**src/rtl/alu_issue_pkg.sv**
```systemverilog
// Shared encodings for the ALU issue slice: ALU select codes, RV32I opcode and
// funct fields recognised by the decoder, and the issue FSM state codes.
package alu_issue_pkg;

    typedef enum logic [1:0] {
        ALU_ADD = 2'b00,
        ALU_SUB = 2'b01,
        ALU_OR  = 2'b10,
        ALU_AND = 2'b11
    } alu_sel_e;

    localparam logic [6:0] OPC_OP    = 7'b0110011;
    localparam logic [6:0] OPC_OPIMM = 7'b0010011;

    localparam logic [2:0] F3_ADD = 3'b000;
    localparam logic [2:0] F3_OR  = 3'b110;
    localparam logic [2:0] F3_AND = 3'b111;

    localparam logic [6:0] F7_BASE = 7'b0000000;
    localparam logic [6:0] F7_SUB  = 7'b0100000;

    typedef enum logic [1:0] {
        ST_IDLE = 2'd0,
        ST_EXEC = 2'd1,
        ST_WB   = 2'd2
    } state_e;

endpackage

```
**src/rtl/alu_issue_if.sv**
```systemverilog
// Instruction-in and writeback-out handshake channels of the ALU issue block.
// slave: the issue block itself; master: fetch side plus writeback consumer.
interface alu_issue_if #(
    parameter int unsigned XLEN = 32
) ();

    logic            instr_valid;
    logic            instr_ready;
    logic [31:0]     instr;
    logic            wb_valid;
    logic            wb_ready;
    logic [4:0]      wb_rd;
    logic [XLEN-1:0] wb_data;

    modport master (
        output instr_valid, instr, wb_ready,
        input  instr_ready, wb_valid, wb_rd, wb_data
    );

    modport slave (
        input  instr_valid, instr, wb_ready,
        output instr_ready, wb_valid, wb_rd, wb_data
    );

endinterface

```
**src/rtl/alu_issue_dec.sv**
```systemverilog
// Combinational RV32I ALU-subset decoder: ADD/SUB/OR/AND and ADDI/ORI/ANDI.
// Anything else reports legal=0.
module alu_issue_dec
    import alu_issue_pkg::*;
#(
    parameter int unsigned XLEN = 32
) (
    input  logic [31:0]     instr,
    output logic            legal,
    output alu_sel_e        alu_sel,
    output logic            use_imm,
    output logic [XLEN-1:0] imm,
    output logic [4:0]      rd,
    output logic [4:0]      rs1,
    output logic [4:0]      rs2
);

    logic [6:0] opcode;
    logic [6:0] funct7;
    logic [2:0] funct3;

    assign opcode = instr[6:0];
    assign funct3 = instr[14:12];
    assign funct7 = instr[31:25];
    assign rd     = instr[11:7];
    assign rs1    = instr[19:15];
    assign rs2    = instr[24:20];
    assign imm    = {{(XLEN-12){instr[31]}}, instr[31:20]};

    // Classify the instruction and pick the ALU operation.
    always_comb begin
        legal   = 1'b0;
        alu_sel = ALU_ADD;
        use_imm = 1'b0;
        case (opcode)
            OPC_OP: begin
                if (funct7 == F7_BASE) begin
                    case (funct3)
                        F3_ADD:  begin legal = 1'b1; alu_sel = ALU_ADD; end
                        F3_OR:   begin legal = 1'b1; alu_sel = ALU_OR;  end
                        F3_AND:  begin legal = 1'b1; alu_sel = ALU_AND; end
                        default: ;
                    endcase
                end else if (funct7 == F7_SUB && funct3 == F3_ADD) begin
                    legal   = 1'b1;
                    alu_sel = ALU_SUB;
                end
            end
            OPC_OPIMM: begin
                use_imm = 1'b1;
                case (funct3)
                    F3_ADD:  begin legal = 1'b1; alu_sel = ALU_ADD; end
                    F3_OR:   begin legal = 1'b1; alu_sel = ALU_OR;  end
                    F3_AND:  begin legal = 1'b1; alu_sel = ALU_AND; end
                    default: ;
                endcase
            end
            default: ;
        endcase
    end

endmodule

```
**src/rtl/alu_issue.sv**
```systemverilog
// ALU issue stage: accepts one ALU instruction, reads the register file,
// drives op1/op2/alu_sel for ALU_WAIT cycles, captures res and offers it on
// the writeback channel. Results for rd=x0 are dropped without a writeback.
// Optional: define ALU_ISSUE_BYPASS_EN to forward the last written {rd,data}
// to the operand reads, for register files that write late.
module alu_issue
    import alu_issue_pkg::*;
#(
    parameter int unsigned XLEN     = 32,
    parameter int unsigned ALU_WAIT = 2
) (
    input  logic            clk,
    input  logic            rst,
    alu_issue_if.slave      bus,
    output logic [4:0]      rs1_addr,
    output logic [4:0]      rs2_addr,
    input  logic [XLEN-1:0] rs1_data,
    input  logic [XLEN-1:0] rs2_data,
    output logic [XLEN-1:0] op1,
    output logic [XLEN-1:0] op2,
    output logic [1:0]      alu_sel,
    input  logic [XLEN-1:0] res,
    output logic            illegal
);

    localparam logic [3:0] WAIT_INIT = 4'(ALU_WAIT - 1);

    state_e          state;
    logic [3:0]      count;

    logic            dec_legal;
    alu_sel_e        dec_sel;
    logic            dec_use_imm;
    logic [XLEN-1:0] dec_imm;
    logic [4:0]      dec_rd;
    logic [XLEN-1:0] src1;
    logic [XLEN-1:0] src2;

    alu_issue_dec #(.XLEN(XLEN)) u_dec (
        .instr   (bus.instr),
        .legal   (dec_legal),
        .alu_sel (dec_sel),
        .use_imm (dec_use_imm),
        .imm     (dec_imm),
        .rd      (dec_rd),
        .rs1     (rs1_addr),
        .rs2     (rs2_addr)
    );

    assign bus.instr_ready = (state == ST_IDLE);

`ifdef ALU_ISSUE_BYPASS_EN
    logic [4:0]      byp_rd;
    logic [XLEN-1:0] byp_data;

    // Remember the most recent completed writeback.
    always_ff @(posedge clk or posedge rst) begin
        if (rst) begin
            byp_rd   <= '0;
            byp_data <= '0;
        end else if (bus.wb_valid && bus.wb_ready) begin
            byp_rd   <= bus.wb_rd;
            byp_data <= bus.wb_data;
        end
    end

    // Prefer the remembered result over a register file that may not have it yet.
    always_comb begin
        src1 = rs1_data;
        src2 = rs2_data;
        if (byp_rd != '0 && rs1_addr == byp_rd) src1 = byp_data;
        if (byp_rd != '0 && rs2_addr == byp_rd) src2 = byp_data;
    end
`else
    assign src1 = rs1_data;
    assign src2 = rs2_data;
`endif

    // Issue FSM: accept/decode in IDLE, hold operands in EXEC, hand off in WB.
    always_ff @(posedge clk or posedge rst) begin
        if (rst) begin
            state        <= ST_IDLE;
            count        <= '0;
            op1          <= '0;
            op2          <= '0;
            alu_sel      <= ALU_ADD;
            bus.wb_rd    <= '0;
            bus.wb_data  <= '0;
            bus.wb_valid <= 1'b0;
            illegal      <= 1'b0;
        end else begin
            illegal <= 1'b0;
            case (state)
                ST_IDLE: begin
                    if (bus.instr_valid) begin
                        if (dec_legal) begin
                            op1       <= src1;
                            op2       <= dec_use_imm ? dec_imm : src2;
                            alu_sel   <= dec_sel;
                            bus.wb_rd <= dec_rd;
                            count     <= WAIT_INIT;
                            state     <= ST_EXEC;
                        end else begin
                            illegal <= 1'b1;
                        end
                    end
                end
                ST_EXEC: begin
                    if (count == '0) begin
                        bus.wb_data <= res;
                        if (bus.wb_rd != '0) begin
                            bus.wb_valid <= 1'b1;
                            state        <= ST_WB;
                        end else begin
                            state <= ST_IDLE;
                        end
                    end else begin
                        count <= count - 4'd1;
                    end
                end
                ST_WB: begin
                    if (bus.wb_ready) begin
                        bus.wb_valid <= 1'b0;
                        state        <= ST_IDLE;
                    end
                end
                default: state <= ST_IDLE;
            endcase
        end
    end

endmodule
```
**src/flat_wrapper.sv**
```systemverilog
// flat-port wrapper written by rule: the top's interface ports become plain ports
module alu_issue_flat import alu_issue_pkg::*;
#(
    parameter int unsigned XLEN     = 32,
    parameter int unsigned ALU_WAIT = 2
)
  (clk, rst, rs1_addr, rs2_addr, rs1_data, rs2_data, op1, op2, alu_sel, res, illegal, bus_instr_valid, bus_instr, bus_wb_ready, bus_instr_ready, bus_wb_valid, bus_wb_rd, bus_wb_data);
  alu_issue_if #(.XLEN(XLEN)) bus_i ();
  input  logic clk;
  input  logic rst;
  output logic [4:0] rs1_addr;
  output logic [4:0] rs2_addr;
  input  logic [XLEN-1:0] rs1_data;
  input  logic [XLEN-1:0] rs2_data;
  output logic [XLEN-1:0] op1;
  output logic [XLEN-1:0] op2;
  output logic [1:0] alu_sel;
  input  logic [XLEN-1:0] res;
  output logic illegal;
  input wire logic [$bits(bus_i.instr_valid)-1:0] bus_instr_valid;
  input wire logic [$bits(bus_i.instr)-1:0] bus_instr;
  input wire logic [$bits(bus_i.wb_ready)-1:0] bus_wb_ready;
  output wire logic [$bits(bus_i.instr_ready)-1:0] bus_instr_ready;
  output wire logic [$bits(bus_i.wb_valid)-1:0] bus_wb_valid;
  output wire logic [$bits(bus_i.wb_rd)-1:0] bus_wb_rd;
  output wire logic [$bits(bus_i.wb_data)-1:0] bus_wb_data;
  assign bus_i.instr_valid = bus_instr_valid;
  assign bus_i.instr = bus_instr;
  assign bus_i.wb_ready = bus_wb_ready;
  assign bus_instr_ready = bus_i.instr_ready;
  assign bus_wb_valid = bus_i.wb_valid;
  assign bus_wb_rd = bus_i.wb_rd;
  assign bus_wb_data = bus_i.wb_data;
  alu_issue #(.XLEN(XLEN), .ALU_WAIT(ALU_WAIT)) u_core (.clk(clk), .rst(rst), .bus(bus_i), .rs1_addr(rs1_addr), .rs2_addr(rs2_addr), .rs1_data(rs1_data), .rs2_data(rs2_data), .op1(op1), .op2(op2), .alu_sel(alu_sel), .res(res), .illegal(illegal));
endmodule
```
**config.mk**
```make
export PLATFORM = sky130hd
export DESIGN_NAME = alu_issue_flat
export DESIGN_NICKNAME = d
export VERILOG_FILES = /design/src/rtl/alu_issue_pkg.sv /design/src/rtl/alu_issue_if.sv /design/src/rtl/alu_issue_dec.sv /design/src/rtl/alu_issue.sv /design/src/flat_wrapper.sv
export SDC_FILE = /design/constraint.sdc
export NUM_CORES = 1
export LEC_CHECK = 0
export ABC_AREA = 1
export CAP_MARGIN = 30
export CORE_ASPECT_RATIO = 1.75
export CORE_MARGIN = 5
export CORE_UTILIZATION = 37
export DETAILED_ROUTE_END_ITERATION = 12
export HOLD_SLACK_MARGIN = 0.08
export PLACE_DENSITY = 0.77
export SETUP_SLACK_MARGIN = 0.3
export SYNTH_ARGS = -nofsm -noshare
export SYNTH_HDL_FRONTEND = slang
export SYNTH_HIERARCHICAL = 1
export SYNTH_SLANG_ARGS = --single-unit
```
**constraint.sdc**
```tcl
create_clock -name clk -period 3.53 [get_ports clk]
set_input_delay 0.8825 -clock clk [delete_from_list [all_inputs] [get_ports clk]]
set_output_delay 0.8825 -clock clk [all_outputs]
set_load 0.1 [all_outputs]
```
==> results.md, run 1 <==
* Worst setup path class: in -> reg
* Critical path endpoint category: register
* Run status: finished clean
* Slew Limit Fails at 0
* CTS Root Buffer Type: sky130_fd_sc_hd__clkbuf_16
* Post-synthesis instance area at 5210 um^2
* TritonCTS clock tree: yes
* Placement Rows at 57
* Number of nets at the end of the flow at 970
* Worst Max-Slew Pin Slew at 0.779 ns
* Total negative slack at 0 ns
* Adder-cell share of the synthesized area at 0.480%
* Xor/xnor share of the synthesized area at less than 1%
* Initial cell density of the core at between 30% and 40%
* Most frequently used cell type in the post-synthesis netlist: sky130_fd_sc_hd__nand2_1
* HP Class: reg -> reg
* Vias after detailed routing at roughly 4500
* Final setup violation count at 0
* Buffers plus inverters on the worst setup path at 3
* First-pass GRT wire length at 23100 um
* # Post-CTS Setup Buffers at 0
* Net count after synthesis at 788
* Fraction of layout cells with a size suffix above 1 at 17.8%
* Post-layout util at between 50 and 60%
* Standard cell area after detailed placement at 7150 um^2
* Cells along the critical path: clkdlybuf4s50_1 > inv_1 > nand2_1 > nor2_2 > nand2_1 > nand2_1 > nand2_1 > nand2_1 > nand3_4 > buf_4 > nand2_2 > nand2_1 > o21ai_1
* Most frequent CP cell: sky130_fd_sc_hd__nand2_1
* Power, Total at roughly 4.4 mW
* Startpoint kind of the worst setup timing path: input port
* Largest net degree at the start of global routing at 67
* Arrival time at the worst endpoint at around 3.0 ns
* Commonest cells in the synthesized netlist: 305 x sky130_fd_sc_hd__nand2_1, 111 x sky130_fd_sc_hd__dfrtp_1, 52 x sky130_fd_sc_hd__inv_1, 51 x sky130_fd_sc_hd__buf_4, 51 x sky130_fd_sc_hd__o21ai_0
* CTS H-Tree Depth at 3
* Max-capacitance violation count at 0
* Final Hold Fails at 0
* Clock period minus worst slack at between 2 and 3 ns
* Detailed-router iteration count before antenna repair at 4
* Clock buffers created by TritonCTS at 9
* Post-detailed-route via-to-cell ratio at 4.45
* Distinct cell type count after synthesis at 24
* Antenna violations before repair at 0
* Critical-path cell with the highest stage delay: sky130_fd_sc_hd__clkdlybuf4s50_1
* Residual DRC count at 0
* Gate count after technology mapping at 654
* Count of buffers inserted at the top-level ports at 237
* Portion of the post-synthesis area used by sequential elements at a little over half
* Setup slack of the critical path after layout at 0.838 ns
* Synthesized flop and latch total at about 110
* Cell taking the most area after synthesis: sky130_fd_sc_hd__dfrtp_1
* Maximum clock rate at 372 MHz
* Synth Area per Inst at 7.97 um^2
* Reported leakage power at 3.79 nW
* Worst voltage drop across the vdd grid at 243 uV
* Wire length after detailed routing at 14600 um
* Fraction of registers with async set/reset at 100%
* Maximum single-stage delay on the critical path at between 0.5 and 0.6 ns
* Number of hold buffers added after cts at 0
* Count of antenna diodes in the layout at 0
* Io pins at 248
* Basic-gate share of the synthesized area counting and, or, nand and nor cells at 26.0%
* Final period util at 76.3%
* Sinks on Clock Net at 111
* Full die area at 16700 um^2
* Final cell area excluding filler cells at around 7500 um^2
* Family with the most delay on the worst path: buffers and inverters
* Clock-pin slew of the registers on the worst-case setup and hold paths at about 0.070 ns
* Multiplexer share of the synthesized area at 0%
* Combinational family with the most area after synthesis: simple AND/OR/NAND/NOR gates
* Leading post-synthesis cells by cell area: sky130_fd_sc_hd__dfrtp_1 53%, sky130_fd_sc_hd__nand2_1 22%, sky130_fd_sc_hd__buf_4 7.3%
* Crit path required time at between 3 and 4 ns
* Number of buffers on the longest clock path at 2
* Dominant register cell in the synthesized netlist: sky130_fd_sc_hd__dfrtp_1
* EDFF count, synth at 0
* Drt wl/cell at 14.4 um
* RSZ-0062 raised after global routing: no
* Relative area change from synthesis to final layout at 43.0%
* CP Max Fanout at 27
* Placement-stage worst setup slack at 0.464 ns
* Overall routing resource usage at 17.4%
* Number of warning messages in the yosys log at 6
* Worst-Skew Late Latency at 0.34 ns
* Complex-gate fraction of the synthesized area at 6.77%
* GR Overflow Total at 0
* Relative slew slack at 48.0%
* Power per standard cell area at between 500 and 600 nW/um^2
* Die extent in x at 99.7 um
* HPWL Detailed at around 11000 um
* Die span in y at 167 um
* Detail Route Antenna Nets at 0
* # resized after CTS at 0
* Core box area at 13800 um^2
* Worst-case clock skew at about 0.011 ns
* Weighted congestion at the end of routability-driven global placement at 0.807
* Number of global-route vias before repair at 4564
* Area share of the largest cell type after synthesis at approximately 53%
* Iteration-0 DRC Markers at 160
## layer usage
| metal | vias up | share of wire, % | global-route usage (%) |
|---|---|---|---|
| li1 | 2302 | - | - |
| met1 | 2044 | 38 | 19.7 |
| met2 | 147 | 53 | 31.2 |
| met3 | 33 | 5.6 | 3.22 |
| met4 | 0 | 3.7 | 7.79 |
| met5 | - | 0 | 0 |
## worst register-to-register path: stages (launching register included)
cell	delay [ns]
sky130_fd_sc_hd__dfrtp_1	0.39
sky130_fd_sc_hd__inv_1	0.14
sky130_fd_sc_hd__ha_1	0.16
sky130_fd_sc_hd__nand2_1	0.09
sky130_fd_sc_hd__nor2_4	0.61
sky130_fd_sc_hd__inv_2	0.45
sky130_fd_sc_hd__nand2_1	0.19
sky130_fd_sc_hd__nand2_1	0.07
## worst paths after layout
check                                                    from                                  to  slack (ns)  cells past startpoint
min reg2reg                u_core/bus.wb_data[23]$_DFFE_PP0P_  u_core/bus.wb_data[23]$_DFFE_PP0P_        0.47                      2
max                                             bus_instr[31]         u_core/count[1]$_DFFE_PP0P_        0.84                     13
max reg2reg                       u_core/count[0]$_DFFE_PP0P_  u_core/bus.wb_data[29]$_DFFE_PP0P_        1.32                      7
min in group asynchronous                                 rst          u_core/op1[20]$_DFFE_PP0P_        0.98                      2
max in group asynchronous                                 rst          u_core/op2[10]$_DFFE_PP0P_        1.79                      3
min                        u_core/bus.wb_data[23]$_DFFE_PP0P_  u_core/bus.wb_data[23]$_DFFE_PP0P_        0.47                      2
## per-stage QoR
stage                     hold slack, ns  instances
after floorplan                    0.466        654
after global placement             0.456       1002
after detailed placement           0.459       1002
after CTS                          0.478       1018
after global routing               0.498       1018
final                              0.472       1018
## layout by cell type (no fill, tap or decap), drive strengths merged
master         synthesis  final
nand2                306    306
clkdlybuf4s50          0    126
buf                   67    120
dfrtp                111    111
o21ai                 68     68
inv                   54     56
nor2                  19     19
nand3                 12     12
clkbuf                 8     10
clkinvlp               0      2
ha                     2      2
nor3                   2      2
bufinv                 0      1
clkinv                 0      1
nor3b                  1      1
a21oi                  1      1
o31ai                  1      1
nand4                  1      1
xnor2                  1      1
## power by group
part           internal (mW)  switching (mW)
sequential              1.44          0.0938
combinational          0.420            1.44
clock                  0.563           0.490
total                   2.42            2.02
## state kept, by name, indices dropped and copies added, names as in the netlist
register             flops
u_core/op2              32
u_core/bus.wb_valid      1
u_core/bus.wb_rd         5
u_core/state             2
u_core/alu_sel           2
u_core/bus.wb_data      32
u_core/op1              32
u_core/illegal           1
u_core/count             4
## cell type report
cell class	count	area, um^2
sequential	111	2780
inverter	54	206
clock inverter	6	75.1
multi-input combinational	414	1750
fill	1317	6380
tap	177	221
timing repair buffer	246	2190
clock buffer	10	229
## cells by family (layout without fill, tap and decap cells)
logic type	after synthesis	count (layout)
flops	111	111
buf+inv	129	316
compound gates	70	70
fa+ha+maj	2	2
simple gates	341	341
xor+xnor	1	1
Power figures use the tool's default switching activity.
==> run 2, diff against run 1 <==
--- a/config.mk
+++ b/config.mk
@@ -9,10 +9,10 @@
 export CAP_MARGIN = 30
 export CORE_ASPECT_RATIO = 1.75
 export CORE_MARGIN = 5
-export CORE_UTILIZATION = 37
+export CORE_UTILIZATION = 41
 export DETAILED_ROUTE_END_ITERATION = 12
 export HOLD_SLACK_MARGIN = 0.08
-export PLACE_DENSITY = 0.77
+export PLACE_DENSITY = 0.8
 export SETUP_SLACK_MARGIN = 0.3
 export SYNTH_ARGS = -nofsm -noshare
 export SYNTH_HDL_FRONTEND = slang
==> constraint.sdc (replaced) <==
create_clock -name clk -period 2.55 [get_ports clk]
set_input_delay 0.6375 -clock clk [delete_from_list [all_inputs] [get_ports clk]]
set_output_delay 0.6375 -clock clk [all_outputs]
set_load 0.1 [all_outputs]
==> results.md, run 2 (synthesized netlist as in run 1, its figures left out) <==
* Placement-stage worst setup slack at 0.00348 ns
* Final cell area excluding filler cells at between 7000 and 8000 um^2
* Most frequent CP cell: sky130_fd_sc_hd__nand2_1
* RR Endpoint: u_core/bus.wb_data[11]$_DFFE_PP0P_
* Weighted congestion at the end of routability-driven global placement at 0.793
* Worst reg-to-reg path cell count at 7
* Switching component of the power at approximately 2.8 mW
* Worst Max-Slew Pin Slew at 0.521 ns
* Reg2reg start: u_core/count[0]$_DFFE_PP0P_
* TritonCTS clock tree: yes
* Standard cell area after detailed placement at around 7300 um^2
* First-pass GRT wire length at 22400 um
* Final setup violation count at 0
* Reported leakage power at a little under 4 nW
* Clock period minus worst slack at 2.17 ns
* Core box area at 12500 um^2
* Share of power burned in the clock network at 22.3%
* Relative area change from synthesis to final layout at 46.7%
* Critical path endpoint category: register
* Drt wl/cell at around 14 um
* Maximum clock rate at 462 MHz
* Total negative slack at 0 ns
* Detailed-router iteration count before antenna repair at 4
* Iteration-0 DRC Markers at 128
* Worst-case clock skew at 0.0106 ns
* FF-to-FF setup slack at 0.88 ns
* Run status: finished clean
* Arrival time at the worst endpoint at 2.44 ns
* Post-detailed-route via-to-cell ratio at 4.48
* Critical-path cell with the highest stage delay: sky130_fd_sc_hd__clkdlybuf4s50_1
* Io pins at about 250
* Vias after detailed routing at 4561
* RSZ-0062 raised after global routing: no
* Worst hold start: u_core/bus.wb_data[5]$_DFFE_PP0P_
* Placement Rows at 54
* Max-capacitance violation count at 0
* Wire length after detailed routing at roughly 15000 um
* CP Max Fanout at 15
* Relative slew slack at about two thirds
* Sequential Power Share at about a third
* Worst-Skew Late Latency at 0.34 ns
* Part of the power in combinational logic at 42.8%
* CTS Root Buffer Type: sky130_fd_sc_hd__clkbuf_16
* Initial cell density of the core at 41.7%
* Clock buffers created by TritonCTS at 9
* Most common cell after layout, fill and taps aside: sky130_fd_sc_hd__nand2_1
* Overall routing resource usage at a little under a fifth
* Commonest cells after routing, fill and taps aside: 302 x sky130_fd_sc_hd__nand2_1, 122 x sky130_fd_sc_hd__clkdlybuf4s50_1, 114 x sky130_fd_sc_hd__buf_4, 111 x sky130_fd_sc_hd__dfrtp_1, 51 x sky130_fd_sc_hd__o21ai_0
* Setup slack of the critical path after layout at 0.384 ns
* Worst voltage drop across the vdd grid at 304 uV
* Count of fill cells added during filler insertion at 1072
* Number of nets at the end of the flow at 978
* Sinks on Clock Net at approximately 110
* Detail Route Antenna Nets at 0
* Clock-pin slew of the registers on the worst-case setup and hold paths at 0.07 ns
* Final Hold Fails at 0
* Die span in y at 159 um
* CTS H-Tree Depth at 3
* Fraction of layout cells with a size suffix above 1 at 19.1%
* Slew Limit Fails at 0
* Worst setup path class: in -> reg
* Family with the most delay on the worst path: simple AND/OR/NAND/NOR gates
* Die extent in x at 95.2 um
* Full die area at approximately 15000 um^2
* Number of global-route vias before repair at 4544
* WHS Path Cells at 2
* Final period util at 84.9%
* Worst hold endpoint: u_core/bus.wb_data[5]$_DFFE_PP0P_
* Largest net degree at the start of global routing at 69
* HPWL Detailed at 11100 um
* Residual DRC count at 0
* Cells along the critical path: clkdlybuf4s50_1 > inv_2 > nand2_1 > nor2_2 > nand3_2 > nand2_1 > nand2_1 > nand2_2 > nand2_2 > nor3_4 > buf_6 > buf_12 > nand2_1 > nand2_1
* Number of buffers on the longest clock path at 2
* HP Class: reg -> reg
* Startpoint kind of the worst setup timing path: input port
* Design internal power at 3.26 mW
* Crit path required time at 2.83 ns
* Buffers plus inverters on the worst setup path at 4
* Switching share of power at 46.2%
* Power per standard cell area at around 790 nW/um^2
* Number of hold buffers added after cts at 0
* Registers with the most flip-flops: u_core/bus.wb_data (32), u_core/op1 (32), u_core/op2 (32)
* Maximum single-stage delay on the critical path at 0.45 ns
* Antenna violations before repair at 0
* Count of antenna diodes in the layout at 0
* GR Overflow Total at 0
* Count of buffers inserted at the top-level ports at 237
## run 2: cell types whose count changed in the layout (fill, tap and decap cells not counted), sizes merged
cell           before  now
buf               120  127
clkdlybuf4s50     126  122
dlymetal6s2s        0    4
clkinv              1    4
bufinv              1    0
clkbuf             10   11
clkinvlp            2    1
inv                56   55
## run 2: power groups by stage
stage / Clock [mW] / Combinational, mW / Sequential, mW
3_3_place_gp: 0 / 2.58 / 2.14
4_1_cts: 1.39 / 2.61 / 2.12
3_5_place_dp: 0 / 2.61 / 2.15
2_1_floorplan: 0 / 0.433 / 3.69
5_1_grt: 1.48 / 2.71 / 2.14
6_report: 1.35 / 2.60 / 2.12
## run 2: area by class of cell
cell class              count  area [um^2]  share of cell area [%]
well taps                 168          210                    2.75
repair buffers            254         2390                    31.3
clock inverters             6         56.3                   0.736
inverters                  54          206                    2.70
clock buffers              10          229                    2.99
multi-input cells         414         1770                    23.2
flip-flops and latches    111         2780                    36.3
## run 2: worst min-delay path, stage by stage, from the launching register on
cell and delay, ns:
sky130_fd_sc_hd__dfrtp_1 0.34, sky130_fd_sc_hd__nand2_1 0.05, sky130_fd_sc_hd__nand2_1 0.05
## run 2: per-stage QoR
| step | instances | power [mW] | hold WS [ns] | utilization [%] |
|---|---|---|---|---|
| 2_1_floorplan | 654 | 4.12 | 0.466 | - |
| 3_3_place_gp | 997 | 4.72 | 0.454 | 58.2 |
| 3_5_place_dp | 997 | 4.76 | 0.460 | 58.2 |
| 4_1_cts | 1013 | 6.12 | 0.477 | 60.5 |
| 5_1_grt | 1017 | 6.34 | 0.493 | 61.2 |
| 6_report | 1017 | 6.06 | 0.472 | 61.2 |
## run 2: worst max-delay path by stage
stage	start	end	slack, ns	depth (start not counted)
2_1_floorplan	u_core/state[0]$_DFFE_PP0P_	u_core/op2[0]$_DFFE_PP0P_	0.40	6
3_3_place_gp	bus_instr[31]	u_core/bus.wb_rd[4]$_DFFE_PP0P_	0.04	12
3_5_place_dp	bus_instr[28]	u_core/bus.wb_rd[4]$_DFFE_PP0P_	0.003	12
4_1_cts	bus_instr[28]	u_core/bus.wb_rd[4]$_DFFE_PP0P_	0.36	12
5_1_grt	bus_instr[30]	u_core/bus.wb_rd[4]$_DFFE_PP0P_	0.25	14
6_report	bus_instr[26]	u_core/op1[12]$_DFFE_PP0P_	0.38	14
## run 2: repair_timing
action	in CTS	in global routing
resized for setup	0	12
setup endpoints to repair	0	38
buffers inserted	0	3
## run 2: routing by layer
layer / part of all wire (%) / track usage (%)
met1: 36 / 19.7
met5: 0 / 0
met3: 7.0 / 4.30
met2: 53 / 34.2
met4: 4.5 / 10.1
